<file path="config.mk">
export PLATFORM = sky130hd
export DESIGN_NAME = interrupt_capture_ctrl
export DESIGN_NICKNAME = d
export VERILOG_FILES = /design/src/rtl/interrupt_capture_ctrl.sv
export SDC_FILE = /design/constraint.sdc
export NUM_CORES = 1
export LEC_CHECK = 0
export ABC_CLOCK_PERIOD_IN_PS = 2300
export CAP_MARGIN = 10
export CORE_ASPECT_RATIO = 1.25
export CORE_MARGIN = 5
export CORE_UTILIZATION = 45
export DETAILED_ROUTE_END_ITERATION = 8
export PLACE_DENSITY = 0.78
export SLEW_MARGIN = 20
export SYNTH_ARGS = -nofsm -noshare
export SYNTH_HDL_FRONTEND = slang
export SYNTH_SLANG_ARGS = --single-unit
</file>
<file path="constraint.sdc">
create_clock -name clock -period 2.3 [get_ports clock]
set_clock_uncertainty 0.05 [all_clocks]
set_input_delay 0.69 -clock clock [delete_from_list [all_inputs] [get_ports clock]]
set_output_delay 0.69 -clock clock [all_outputs]
set_load 0.005 [all_outputs]
</file>
<file path="src/rtl/interrupt_capture_ctrl.sv">
// Interrupt capture front end: synchronises and edge-detects interrupt lines, latches
// pending/overflow, and posts the highest-priority cause/vector into the register file.
module interrupt_capture_ctrl #(
  parameter int                   word_size        = 32,
  parameter int                   reg_address_size = 5,
  parameter int                   NUM_SOURCES      = 8,
  parameter int                   CAUSE_ADDR       = 0,
  parameter int                   VEC_ADDR         = 1,
  parameter logic [word_size-1:0] VECTOR_BASE      = 'h100,
  parameter logic [word_size-1:0] VECTOR_STRIDE    = 'h10
) (
  input  logic                        clock,
  input  logic                        reset,
  input  logic [NUM_SOURCES-1:0]      irq_in,
  input  logic [NUM_SOURCES-1:0]      irq_mask,
  input  logic                        cpu_ack,
  output logic [word_size-1:0]        ir_data_in,
  output logic [reg_address_size-1:0] ir_address,
  output logic                        store,
  output logic                        load,
  output logic                        cpu_irq,
  output logic [3:0]                  active_id,
  output logic                        busy
);

  typedef enum logic [2:0] {
    IDLE        = 3'd0,
    STORE_CAUSE = 3'd1,
    STORE_VEC   = 3'd2,
    NOTIFY      = 3'd3,
    RELEASE     = 3'd4,
    CLEAR_CAUSE = 3'd5
  } state_t;

  state_t                 state_q, state_d;
  logic [3:0]             active_id_q, active_id_d;
  logic [NUM_SOURCES-1:0] sync1_q, sync1_d;
  logic [NUM_SOURCES-1:0] sync2_q, sync2_d;
  logic [NUM_SOURCES-1:0] dly_q, dly_d;
  logic [NUM_SOURCES-1:0] pending_q, pending_d;
  logic [NUM_SOURCES-1:0] overflow_q, overflow_d;

  logic [NUM_SOURCES-1:0] rise;
  logic [NUM_SOURCES-1:0] clr;
  logic [NUM_SOURCES-1:0] sel;
  logic [3:0]             sel_id;
  logic                   ack_take;
  logic                   ovf_sel;
  logic [word_size-1:0]   cause_word;
  logic [word_size-1:0]   vec_word;

  // Capture: two sync flops, a third for edge detect; set beats clear on one source
  always_comb begin
    sync1_d  = irq_in;
    sync2_d  = sync1_q;
    dly_d    = sync2_q;
    rise     = sync2_q & ~dly_q;
    ack_take = (state_q == NOTIFY) && cpu_ack;
    clr      = '0;
    for (int i = 0; i < NUM_SOURCES; i++) begin
      if (ack_take && (active_id_q == 4'(i))) clr[i] = 1'b1;
    end
    pending_d  = (pending_q & ~clr) | rise;
    overflow_d = (overflow_q & ~clr) | (rise & pending_q & ~clr);
  end

  // Lowest index wins
  always_comb begin
    sel    = pending_q & irq_mask;
    sel_id = 4'd0;
    for (int i = NUM_SOURCES - 1; i >= 0; i--) begin
      if (sel[i]) sel_id = 4'(i);
    end
  end

  always_comb begin
    ovf_sel = 1'b0;
    for (int i = 0; i < NUM_SOURCES; i++) begin
      if (active_id_q == 4'(i)) ovf_sel = overflow_q[i];
    end
    cause_word                = '0;
    cause_word[word_size-1]   = 1'b1;
    cause_word[8]             = ovf_sel;
    cause_word[3:0]           = active_id_q;
    vec_word = VECTOR_BASE + word_size'(active_id_q) * VECTOR_STRIDE;
  end

  always_comb begin
    state_d     = state_q;
    active_id_d = active_id_q;
    case (state_q)
      IDLE: begin
        if (|sel) begin
          active_id_d = sel_id;
          state_d     = STORE_CAUSE;
        end
      end
      STORE_CAUSE: state_d = STORE_VEC;
      STORE_VEC:   state_d = NOTIFY;
      NOTIFY:      if (cpu_ack) state_d = RELEASE;
      RELEASE:     if (!cpu_ack) state_d = CLEAR_CAUSE;
      CLEAR_CAUSE: state_d = IDLE;
      default:     state_d = IDLE;
    endcase
  end

  // Moore output decode from registered state
  always_comb begin
    store      = 1'b0;
    ir_address = '0;
    ir_data_in = '0;
    cpu_irq    = 1'b0;
    load       = 1'b0;
    busy       = (state_q != IDLE);
    active_id  = (state_q == IDLE) ? 4'd0 : active_id_q;
    case (state_q)
      STORE_CAUSE: begin
        store      = 1'b1;
        ir_address = reg_address_size'(CAUSE_ADDR);
        ir_data_in = cause_word;
      end
      STORE_VEC: begin
        store      = 1'b1;
        ir_address = reg_address_size'(VEC_ADDR);
        ir_data_in = vec_word;
      end
      NOTIFY:      cpu_irq = 1'b1;
      CLEAR_CAUSE: begin
        store      = 1'b1;
        ir_address = reg_address_size'(CAUSE_ADDR);
      end
      default: ;
    endcase
  end

  always_ff @(posedge clock) begin
    if (!reset) begin
      state_q     <= IDLE;
      active_id_q <= 4'd0;
      sync1_q     <= '0;
      sync2_q     <= '0;
      dly_q       <= '0;
      pending_q   <= '0;
      overflow_q  <= '0;
    end else begin
      state_q     <= state_d;
      active_id_q <= active_id_d;
      sync1_q     <= sync1_d;
      sync2_q     <= sync2_d;
      dly_q       <= dly_d;
      pending_q   <= pending_d;
      overflow_q  <= overflow_d;
    end
  end

endmodule
</file>
==> results summary <==
The deepest level of the CTS H-tree came out at 2. In the routed layout, each cell is associated on average with a via count of 4.75. The detailed router finished its first iteration with 87 violations.

Dividing total power by cell area gives a power density of 629 nW/um^2. Across the run, the number of max-cap violations was 0. The total chip power came out at 1.63 mW. STA classifies the critical path endpoint as an output pin.

The vertical extent of the die came out at 85.7 um. The leakage power of the design came out at 1.16 nW. The net switching power of the design came out at 0.408 mW. The library cell used as clock root buffer is sky130_fd_sc_hd__clkbuf_8. The portion of synthesized cell area occupied by the leading cell type came out at 44.6%. The hold slack came out at 0.385 ns.

Adding up every negative setup slack in the final design gives -0.0409 ns. The fraction of power spent switching nets came out at 25.1%. Including well taps, the total number of placed cells is 319. The TritonCTS sink count is 46. Of all nets on the critical path, the largest fanout is 2. The first global-routing pass estimated 6.25 mm of wire. The share of total power in sequential cells is 53.4%. The post-layout net count came out at 294. The total global-route track usage came out at 12.9%. The cell count after synthesis came out at 227. Static timing analysis puts the maximum clock frequency at 427 MHz. The worst path arrival time is 1.60 ns.

The post-detailed-route DRC marker count came out at 0. In this run the worst hold path is classified as reg2reg. The clock network burns 27.8% of the power. The number of pins with negative max-slew slack in the final report is 0. The number of hold buffers added after CTS is 0. The share of post-route cells with drive strength above 1 is 16.0%. Once the floorplan was initialized, standard cells occupied 46.6% of the core. In the synthesized netlist the dominant register cell turns out to be sky130_fd_sc_hd__dfxtp_1. For the finished layout, the period the worst path requires is 2.34 ns. The final design utilization is 58.5%. Synthesis inferred 46 register bits.

The final antenna-violating net count came out at 0. In this run the register-to-register setup slack is 0.71 ns. After synthesis, flip-flops and latches occupy 44.6% of the total area.

In this run, the combinational gates consume 18.9% of the power. The CTS tree is done. Before CTS, the worst setup slack after placement is -0.0895 ns. The final setup violation count is 1. For this run, the slowest stage of the critical path takes 0.50 ns. The routed length per instance came out at 11.9 um.

The cell area after synthesis came out at 2060 um^2. The startpoint identified for the worst register-to-register timing path is state_q[2]. The post-route fraction of the period consumed by the critical path is 102%. The run finished, with violations left. The standard cell core area came out at 4430 um^2. The number of I/O port buffers came out at 33. Sorting the synthesized cells by area gives the leading types as sky130_fd_sc_hd__dfxtp_1 45%, sky130_fd_sc_hd__buf_4 11%, sky130_fd_sc_hd__and2_1 8.8%, sky130_fd_sc_hd__nand2b_1 3.0%, sky130_fd_sc_hd__o21ai_0 2.9%. The length in cells of the worst reg-to-reg path is 5. The clock tree buffer depth came out at 2.

The via count of the first global-routing pass is 1391. The number of enable flip-flop cells after synthesis is 0. The standard cell with the maximum stage delay on the critical path is sky130_fd_sc_hd__mux4_2. Entering global routing, the biggest net connects 46 pins. The category of the critical setup timing path is reg2out.

By count the netlist is led by 46 x sky130_fd_sc_hd__dfxtp_1, 30 x sky130_fd_sc_hd__buf_4, 29 x sky130_fd_sc_hd__and2_1, 12 x sky130_fd_sc_hd__o21ai_0. The critical path ends at ir_data_in[8]. The floorplan step defined a die boundary enclosing 6050 um^2. The total congestion overflow after global routing came out at 0. The number of buffers added by the clock tree synthesis step came out at 5. The half-perimeter wire length of the detailed placement result is 2.87 mm. In this run the horizontal extent of the chip is 70.6 um.

The placed cell area is 2410 um^2. The area of all placed cells without fillers came out at 2590 um^2. The number of standard-cell rows in the floorplan came out at 27.

The average instance area after synthesis is 9.09 um^2. Setup repair after global routing could not meet its margin everywhere. The final antenna diode count is 0. Pin placement for this block handled 64 I/O pins. The first-pass iteration count of the detailed router came out at 4. Compared with the post-synthesis result, the final layout area differs by 25.3%. The final reports fail on setup timing. Walking the worst path, the cells encountered are mux4_2 -> o22a_1 -> a21o_1 -> clkbuf_2. The capture point of the worst reg-to-reg path is pending_q[0]. The category of the worst setup path launch point is a flip-flop. Wires add up to 3.98 mm.

Setup slack on the critical path of the routed design comes to -0.0409 ns. Excluding fillers, the count of instances in the completed layout stands at 333. VDD sags by at most 0.383 mV. The final estimated routing congestion in global placement came out at 0.839.

Tracing the worst setup path back leads to its startpoint at active_id_q[0]. The count of unique library cells instantiated by Yosys came out at 42. The largest total area in the synthesized netlist belongs to sky130_fd_sc_hd__dfxtp_1. The number of vias after detailed routing is 1582. The number of antenna violations at the first check in global routing came out at 0.

The endpoint required time on the critical path is 1.56 ns. The clock transition at the register clock pins on the worst setup and hold paths after CTS is 0.08 ns. The synthesis warning total is 0.

The number of hold violations in the final report is 0. Clock latency on the worst-skew pair, taken at its later pin, is 0.29 ns. By instance count, the leading cell after synthesis is sky130_fd_sc_hd__dfxtp_1. The post-synthesis async set-or-reset flop share came out at 0%. The cell-internal power came out at 1.22 mW.
## critical path: cells and delay by family (launching register included)
kind	cells	cell delay (ns)
mux	1	0.50
buf+inv	1	0.10
flops	1	0.34
compound gates	2	0.35
## timing repair
action,in CTS,in global routing
pin swaps,1,2
resized for setup,22,8
setup endpoints to repair,13,5
setup buffers,6,1
## logic make-up after synthesis
group | share of synthesized area [%]
buffers and inverters | 15.2
and+or+nand+nor | 22.2
other | 0.182
DFF | 44.6
muxes | 1.58
AOI/OAI and AO/OA | 16.3
## registers in the layout (all words and copies together), names as in the netlist
| register | count |
|---|---|
| dly_d | 8 |
| dly_q | 8 |
| overflow_q | 8 |
| pending_q | 8 |
| sync1_q | 8 |
| active_id_q | 3 |
| state_q | 3 |
## layer usage
layer	share of wire, %	up-vias	GRT usage [%]
met1	41	719	13.9
met2	50	56	23.6
met4	1.6	0	4.62
met3	7.5	6	3.99
met5	0	-	0
li1	-	801	-
## placed cells by master, fill, tap and decap left out, types with 3 or more instances in the layout
| cell type | count |
|---|---|
| sky130_fd_sc_hd__dfxtp_4 | 4 |
| sky130_fd_sc_hd__nor3_1 | 4 |
| sky130_fd_sc_hd__a22o_1 | 4 |
| sky130_fd_sc_hd__dlygate4sd2_1 | 7 |
| sky130_fd_sc_hd__conb_1 | 30 |
| sky130_fd_sc_hd__a21oi_1 | 4 |
| sky130_fd_sc_hd__nand2b_1 | 9 |
| sky130_fd_sc_hd__nor2b_1 | 4 |
| sky130_fd_sc_hd__clkbuf_8 | 5 |
| sky130_fd_sc_hd__inv_1 | 11 |
| sky130_fd_sc_hd__dfxtp_1 | 40 |
| sky130_fd_sc_hd__nand2_1 | 10 |
| sky130_fd_sc_hd__a31oi_1 | 3 |
| sky130_fd_sc_hd__o21ai_0 | 12 |
| sky130_fd_sc_hd__a21boi_0 | 5 |
| sky130_fd_sc_hd__o221a_2 | 5 |
| sky130_fd_sc_hd__dlymetal6s2s_1 | 4 |
| sky130_fd_sc_hd__clkdlybuf4s50_1 | 21 |
| sky130_fd_sc_hd__nor2_1 | 10 |
| sky130_fd_sc_hd__buf_4 | 17 |
| sky130_fd_sc_hd__and2_1 | 29 |
## how the worst min path moves through the flow
stage          startpoint  cells past startpoint       end
2_1_floorplan  sync1_q[0]                      1  dly_d[0]
3_3_place_gp   sync1_q[3]                      1  dly_d[3]
3_5_place_dp   sync1_q[6]                      1  dly_d[6]
4_1_cts        sync1_q[6]                      1  dly_d[6]
5_1_grt        sync1_q[5]                      1  dly_d[5]
6_report       sync1_q[1]                      1  dly_d[1]
## layout make-up
class	instances	area [um^2]
sequential	46	938
clock buffer	6	72.6
timing repair buffer	52	485
multi-input combinational	158	966
clock inverter	1	7.51
tap	58	72.6
inverter	12	45.0
fill	393	1840
## power by group through the flow
stage | Clock, mW | Combinational [mW] | Sequential (mW)
5_1_grt | 0.502 | 0.337 | 0.874
4_1_cts | 0.473 | 0.306 | 0.867
3_5_place_dp | 0 | 0.278 | 0.884
2_1_floorplan | 0 | 0.190 | 0.867
3_3_place_gp | 0 | 0.274 | 0.882
6_report | 0.452 | 0.307 | 0.868
(Power assumes the default switching activity.)
